==> src/rtl/prefetch_issue_queue.sv <==
// Filters, buffers and issues best-offset prefetch candidates toward the lower-level cache.
// Demand traffic blocks new issues but never retracts a request already presented.
module prefetch_issue_queue #(
  parameter int WIDTH     = 64,
  parameter int DEPTH     = 8,
  parameter int LINE_BITS = 6,
  parameter int PAGE_BITS = 12,
  parameter int CNT_WIDTH = 16
) (
  input  logic                       clk,
  input  logic                       rst,
  input  logic                       pf_valid_i,
  input  logic [WIDTH-1:0]           pf_addr_i,
  input  logic [WIDTH-1:0]           pf_base_addr_i,
  input  logic                       demand_valid_i,
  output logic                       req_valid_o,
  output logic [WIDTH-1:0]           req_addr_o,
  input  logic                       req_ready_i,
  output logic [$clog2(DEPTH):0]     occupancy_o,
  output logic [CNT_WIDTH-1:0]       issued_cnt_o,
  output logic [CNT_WIDTH-1:0]       dup_drop_cnt_o,
  output logic [CNT_WIDTH-1:0]       page_drop_cnt_o,
  output logic [CNT_WIDTH-1:0]       full_drop_cnt_o
);

  localparam int PW = $clog2(DEPTH);
  localparam int OW = PW + 1;
  localparam logic [WIDTH-1:0] LINE_MASK = {{(WIDTH-LINE_BITS){1'b1}}, {LINE_BITS{1'b0}}};

  typedef enum logic {IDLE = 1'b0, PRESENT = 1'b1} state_t;

  state_t           state, state_next;
  logic [WIDTH-1:0] mem [DEPTH];
  logic [DEPTH-1:0] ent_valid;
  logic [PW-1:0]    head, tail;
  logic [OW-1:0]    count;
  logic [WIDTH-1:0] aligned;
  logic             page_hit, dup_hit, full, push, pop, handshake;

  function automatic logic [CNT_WIDTH-1:0] sat_inc(input logic [CNT_WIDTH-1:0] v);
    return (&v) ? v : v + {{(CNT_WIDTH-1){1'b0}}, 1'b1};
  endfunction

  assign aligned   = pf_addr_i & LINE_MASK;
  assign page_hit  = |((pf_addr_i ^ pf_base_addr_i) >> PAGE_BITS);
  assign full      = (count == OW'(DEPTH));
  assign handshake = req_valid_o & req_ready_i;
  assign push      = pf_valid_i & ~page_hit & ~dup_hit & ~full;
  assign occupancy_o = count;

  // Entries leaving this cycle still count as duplicates.
  always_comb begin
    dup_hit = req_valid_o && (req_addr_o == aligned);
    for (int i = 0; i < DEPTH; i++) begin
      if (ent_valid[i] && (mem[i] == aligned)) begin
        dup_hit = 1'b1;
      end
    end
  end

  always_comb begin
    state_next = state;
    pop        = 1'b0;
    case (state)
      IDLE: begin
        if ((count != '0) && !demand_valid_i) begin
          pop        = 1'b1;
          state_next = PRESENT;
        end
      end
      PRESENT: begin
        if (handshake) begin
          if ((count != '0) && !demand_valid_i) begin
            pop = 1'b1;
          end else begin
            state_next = IDLE;
          end
        end
      end
      default: state_next = IDLE;
    endcase
  end

  always_ff @(posedge clk) begin
    if (rst) begin
      state       <= IDLE;
      req_valid_o <= 1'b0;
      req_addr_o  <= '0;
    end else begin
      state <= state_next;
      if (pop) begin
        req_valid_o <= 1'b1;
        req_addr_o  <= mem[head];
      end else if (handshake) begin
        req_valid_o <= 1'b0;
      end
    end
  end

  // Push and pop never target the same slot: push needs not-full, pop needs not-empty.
  always_ff @(posedge clk) begin
    if (rst) begin
      head      <= '0;
      tail      <= '0;
      count     <= '0;
      ent_valid <= '0;
    end else begin
      if (push) begin
        mem[tail]       <= aligned;
        ent_valid[tail] <= 1'b1;
        tail            <= tail + PW'(1);
      end
      if (pop) begin
        ent_valid[head] <= 1'b0;
        head            <= head + PW'(1);
      end
      count <= count + OW'(push) - OW'(pop);
    end
  end

  always_ff @(posedge clk) begin
    if (rst) begin
      issued_cnt_o    <= '0;
      dup_drop_cnt_o  <= '0;
      page_drop_cnt_o <= '0;
      full_drop_cnt_o <= '0;
    end else begin
      if (handshake) issued_cnt_o <= sat_inc(issued_cnt_o);
      if (pf_valid_i) begin
        if (page_hit)     page_drop_cnt_o <= sat_inc(page_drop_cnt_o);
        else if (dup_hit) dup_drop_cnt_o  <= sat_inc(dup_drop_cnt_o);
        else if (full)    full_drop_cnt_o <= sat_inc(full_drop_cnt_o);
      end
    end
  end

endmodule

==> config.mk <==
export PLATFORM = sky130hd
export DESIGN_NAME = prefetch_issue_queue
export DESIGN_NICKNAME = d
export VERILOG_FILES = /design/src/rtl/prefetch_issue_queue.sv
export SDC_FILE = /design/constraint.sdc
export NUM_CORES = 2
export LEC_CHECK = 0
export CAP_MARGIN = 20
export CORE_ASPECT_RATIO = 1.75
export CORE_MARGIN = 10
export CORE_UTILIZATION = 52
export CTS_CLUSTER_DIAMETER = 50
export CTS_CLUSTER_SIZE = 16
export DETAILED_ROUTE_END_ITERATION = 10
export GPL_ROUTABILITY_DRIVEN = 1
export PLACE_DENSITY = 0.8
export SLEW_MARGIN = 40
export SYNTH_ARGS = -nofsm -noshare
export SYNTH_HDL_FRONTEND = slang
export SYNTH_SLANG_ARGS = --single-unit
==> constraint.sdc <==
create_clock -name clk -period 14.25 [get_ports clk]
set_clock_uncertainty 0.05 [all_clocks]
set_input_delay 2.85 -clock clk [delete_from_list [all_inputs] [get_ports clk]]
set_output_delay 2.85 -clock clk [all_outputs]
set_load 0.005 [all_outputs]
After elaboration in Yosys (flattened, before gate mapping)
Memory sizes are Yosys's and may differ from the RTL's. A register that Yosys moved wholly into a read port is not among the register bits.
Cells that the tools add are included.
Widths: inputs -> output; s select.
{ "word_totals": {"in_bits": 133, "romBits": 0, "regBits": 148, "output_inout_bits": 133, "mem_count": 1, "ram_bits": 464, "latchBits": 0} }
{ "classes": {"bitwise": 16, "mux": 25, "mul": 0, "add_sub_neg": 8, "n_shift": 0, "n_reduce_logical": 24, "n_eq_ne": 10, "n_lt_le_gt_ge": 4, "div_mod_pow": 0} }
{ "mem_list": {"columns": ["memory", "words", "word_bits", "read_ports", "rd_ports_with_merged_regs", "write_ports", "line_no", "rtl"], "rows": [
  ["mem", 8, 58, 9, 1, 1, "33", "logic [WIDTH-1:0] mem [DEPTH];"]
]} }
{ "op_table": {"columns": ["op", "count"], "rows": [
  ["$eq 64x64->1", 9],
  ["$add 16x1->16 const B", 4],
  ["$reduce_and 16->1", 4],
  ["$xor 64x64->64", 1],
  ["$reduce_or 52->1", 1],
  ["$mux 8", 3],
  ["$mux 1", 18],
  ["$logic_and 1x1->1", 12],
  ["$and 8x8->8", 1],
  ["$lt 3x4->1 const B", 2],
  ["$not 1->1", 8],
  ["$not 8->8", 1],
  ["$or 8x8->8", 1],
  ["$add 3x1->3 const B", 2],
  ["$demux 1 s3", 2],
  ["$ge 3x1->1 const B", 2],
  ["$reduce_and 5->1", 1],
  ["$add 4x1->4", 1],
  ["$and 1x1->1", 4],
  ["$eq 4x4->1 const B", 1],
  ["$pmux 1 s2", 2],
  ["$reduce_and 4->1", 1],
  ["$reduce_bool 4->1", 1],
  ["$sub 4x1->4", 1],
  ["other kinds (4)", 4]
]} }

Longest topological paths before layout
An unclocked memory read counts as a cell.
{ "logic_depth": {"word_depth": 18, "mapped_depth": 16, "depth_no_buf": 14} }

Worst setup path after synthesis
No wires, ideal clock.
{ "synth_path": {"path_kind": "in2reg", "from": "input pf_addr_i[39]", "to": "memory mem[0][0] (netlist name) (enable)", "path_stages": 11, "t_arrival_ns": 8.958, "path_buffers": 2, "setup_slack_ns": 4.697, "cell_sequence": "buf_2 buf_6 xor2_1 nor4_1 nand4_1 nor4_2 nand2_1 a21oi_1 nand3_2 or3_1 nor3_1"} }
{ "synth_between": {"elab_chain_cells": 16, "word_cells_on_any_way": 36, "cone_classes": "9 x eq/ne; 11 x mux; 6 x bitwise; 10 x reduce/logical"} }
{ "synth_rtl": {"columns": ["item", "line_no", "rtl"], "rows": [
  ["start, declared", "13", "input logic [WIDTH-1:0] pf_addr_i,"],
  ["$eq 64x64->1 (on tied branches)", "53, 55", null],
  ["$logic_and 1x1->1 (on tied branches)", "53, 55", null],
  ["$mux 1 (8 in series)", "55", "if (ent_valid[i] && (mem[i] == aligned)) begin"],
  ["$not 1->1 (no source line)", null, null],
  ["$and 1x1->1 * (2 in series)", "48", "assign push = pf_valid_i & ~page_hit & ~dup_hit & ~full;"],
  ["$mux 1 *", "108", "if (push) begin"],
  ["$mux 1 *", "102", "if (rst) begin"],
  ["$mux 1 (not written as such) *", "109", "mem[tail] <= aligned;"],
  ["end, declared", "33", null]
]} }
Mark *: on every way between the ends. The rest lies on a longest branch, timed or not.

Final worst setup path
{ "layout_path": {"from": "input pf_addr_i[26]", "to": "memory mem[0][54] (netlist name) (enable)"} }
Same word-level chain as after synthesis.

==> run_results.csv <==
group,metric,value,unit
outcome,status,"completed",
run,max_cap_violations,0,
timing,max_slew_margin,19.5,%
grt,grt_pass1_vias,25800,
worst_setup_path,r2r_slack,9290,ps
clocking,tritoncts,"built",
timing,layout_min_cycle_time,8150,ps
grt,grt_overflow,0,
grt,grt_max_degree,89,
synth,synth_ff_type,"edfxtp_1",
worst_setup_path,critical_path_peak_fanout,41,
synth,async_flop_share,0,%
synth,netlist_area,32200,um^2
place,place_area,35800,um^2
worst_setup_path,cp.depth,14,
pwr,combPwrFrac,27.3,%
cells_and_area,area_delta_synth_final,16.7,%
worst_setup_path,worstSetupPathType,"primary input to flop",
detailed_routing,num_vias,26300,
timing,worst_pin_slew,1200,ps
timing,max_freq,0.123,GHz
min_path,hp-class,"flop to flop",
worst_setup_path,crit_slowest_cell,"buf_4",
clocking,clk-insertion-delay-late,670,ps
synth,yosysWarnings,0,
place,numPortBuffers,241,
pwr,powerDensity,128,nW/um^2
clocking,cts_setup_buffers,0,
worst_setup_path,ff2ff_path_depth,11,
detailed_routing,drt-initial-drc-count,3913,
synth,synth-edff-count,464,
worst_setup_path,crit_family,"simple AND/OR/NAND/NOR gates",
timing,final.period_utilization,57.2,%
cells_and_area,final_common_cell,"edfxtp_1",
clocking,path_clk_slew,80,ps
detailed_routing,drc_errors,0,
synth,synth.avg_cell_area,12.0,um^2
pwr,leakage,11.9,nW
worst_setup_path,worstSetupStartpoint,"pf_addr_i[26]",
cells_and_area,seqCellArea,16800,um^2
timing,slew_viol_final,0,
pwr,ir_drop,0.133,mV
clocking,cts_buffers,48,
grt,track_usage,44.9,%
synth,synth-seq-cells,606,
worst_setup_path,slowest_delay,640,ps
cells_and_area,layout_common_cells,"edfxtp_1, xnor2_1, clkdlybuf4s50_1",
grt,grt_pass1_wl,222,mm
floorplanning,start_util,52.6,%
cells_and_area,nNetsFinal,3071,
pwr,swShare,34.0,%
detailed_routing,via_per_inst,7.00,
cells_and_area,layout-drive-gt1-share,12.2,%
floorplanning,core,61300,um^2
clocking,htree_levels,2,
worst_setup_path,critPathCaptureType,"flop",
timing,setup_tns,0,ps
floorplanning,dieArea,72800,um^2
worst_setup_path,r2r-start,"mem[5][49]$_DFFE_PP_",
pwr,intPower,3.18,mW
pwr,seq_power_share,44.3,%
min_path,hp-start,"dup_drop_cnt_o[1]$_SDFFE_PP0P_",
worst_setup_path,arrival,8380,ps
worst_setup_path,r2r-end,"mem[0][54]$_DFFE_PP_",
worst_setup_path,cpMostUsedCell,"buf_4",
clocking,root_buffer,"clkbuf_16",
floorplanning,ios,266,
detailed_routing,detail-route-antenna-nets,0,
pwr,clkPwrFrac,28.4,%
worst_setup_path,path_buf_inv,5,
timing,hold_violations,0,
place,gp_congestion,1.16,
pwr,p_sw,1.64,mW
cells_and_area,multi_input_area,15100,um^2
cells_and_area,design_area,37600,um^2
synth,yosysSeqAreaShare,52.0,%
grt,antenna_found_initial,5,
worst_setup_path,crit_required,14480,ps
clocking,clk_path_buf_depth,3,
timing,finalSetupViolations,0,
floorplanning,fp-row-count,120,
place,dpl.hpwl,125,mm
worst_setup_path,cp-endpoint,"mem[0][54]$_DFFE_PP_",
detailed_routing,wl_per_cell,44.2,um
clocking,cts_resized,0,
floorplanning,die_x,208,um
floorplanning,fp.dieH,349,um
worst_setup_path,critPathLaunchType,"primary input",
clocking,cts_hold_buf,0,
clocking,clkSinkCount,606,
cells_and_area,fill_cells,4846,
synth,ys_types,62,
synth,syn_inst,2696,
detailed_routing,firstDrtPassIters,8,
worst_setup_path,path_cells,"clkdlybuf4s50_1 > buf_4 > xor2_1 > nor4_2 > nand4_1 > nor4_2 > buf_4 > nand2_1 > a21oi_1 > nand3_2 > or3_1 > nor3_2 > buf_4 > buf_4",
timing,rsz0062_at_grt,"no",
detailed_routing,drt-total-wl,166,mm
## worst min-delay path, stage by stage (launching register included)
cell	delay, ps
dfxtp_1	350
nand2_1	70
a21oi_1	50
## stage by stage
| stage | hold slack, ps | worst slack, ps | power, mW | cells | util (%) |
|---|---|---|---|---|---|
| 2_1_floorplan | 407 | 4700 | 2.75 | 2701 | - |
| 3_3_place_gp | 423 | 5090 | 3.37 | 3665 | 58.1 |
| 3_5_place_dp | 450 | 5370 | 3.39 | 3665 | 58.5 |
| 4_1_cts | 460 | 6060 | 4.72 | 3755 | 61.0 |
| 5_1_grt | 491 | 6120 | 4.92 | 3758 | 61.4 |
| 6_report | 461 | 6100 | 4.82 | 3760 | 61.4 |
## power groups by stage
| stage | clock [mW] | combinational (mW) | sequential (mW) |
|---|---|---|---|
| CTS | 1.36 | 1.21 | 2.15 |
| finish | 1.37 | 1.32 | 2.14 |
| detailed placement | 0 | 1.21 | 2.18 |
| global placement | 0 | 1.19 | 2.18 |
| global route | 1.43 | 1.36 | 2.14 |
| floorplan | 0 | 0.681 | 2.07 |
## flip-flops by register name (all words and copies together) (netlist names)
register and flops:
issued_cnt_o 16, req_valid_o 1, page_drop_cnt_o 16, state 1, head 3, ent_valid 8, tail 3, req_addr_o 58
dup_drop_cnt_o 16, occupancy_o 4, mem 464, full_drop_cnt_o 16
## Yosys cell counts, types with 6 or more instances
cell       count  area, um^2
edfxtp_1     464       13900
xnor2_1      354        3100
nand2b_1     230        1440
nand4_1      215        1350
nand2_1      158         593
dfxtp_1      142        2840
nor2_1       136         510
xor2_1       123        1080
mux4_2       116        2610
nor4_1        80         500
nand3_1       70         350
clkbuf_1      57         214
inv_1         54         203
buf_2         53         265
a21oi_1       40         200
a311oi_1      39         342
o21ai_0       39         195
or3_1         37         231
mux2i_1       27         270
a211oi_1      24         180
nor3_1        24         120
o2111ai_1     24         210
buf_1         17        63.8
nor2b_1       14        87.6
nor4b_1       14         123
o22ai_1       14        87.6
ha_1          12         150
buf_4         11        82.6
or4_1         11        82.6
and3_1         9        56.3
and4_1         9        78.8
buf_6          6        67.6
nand4b_1       6        52.6
## final cells by class
class | count | area share (%)
Timing Repair Buffer | 318 | 8.05
Clock buffer | 75 | 3.60
Multi-Input combinational cell | 1894 | 40.2
Sequential cell | 606 | 44.6
Antenna cell | 2 | 0.0133
Inverter | 57 | 0.575
Clock inverter | 15 | 0.366
Tap cell | 793 | 2.64
## how the worst min path moves through the flow
stage,slack [ps],end,cells past startpoint
global placement,420,state$_SDFF_PP0_,2
global route,490,full_drop_cnt_o[10]$_SDFFE_PP0P_,2
finish,460,dup_drop_cnt_o[1]$_SDFFE_PP0P_,2
floorplan,410,state$_SDFF_PP0_,2
CTS,460,dup_drop_cnt_o[1]$_SDFFE_PP0P_,2
detailed placement,450,dup_drop_cnt_o[1]$_SDFFE_PP0P_,2
## logic make-up after synthesis
kind of cell / after synthesis / share of synthesized area, %
simple gates: 1042 / 18.1
mux: 143 / 8.94
other cells: 1 / 0.0116
xor+xnor: 477 / 13.0
buf+inv: 201 / 2.81
fa+ha+maj: 13 / 0.528
flops: 606 / 52.0
compound gates: 213 / 4.62
## metal layers
metal	GRT usage [%]	part of all wire, %
met5	0.265	0.043
met4	51.6	15
met3	12.8	10
met2	71.9	46
met1	43.4	29
No activity file was read; power rests on OpenSTA's default activity.
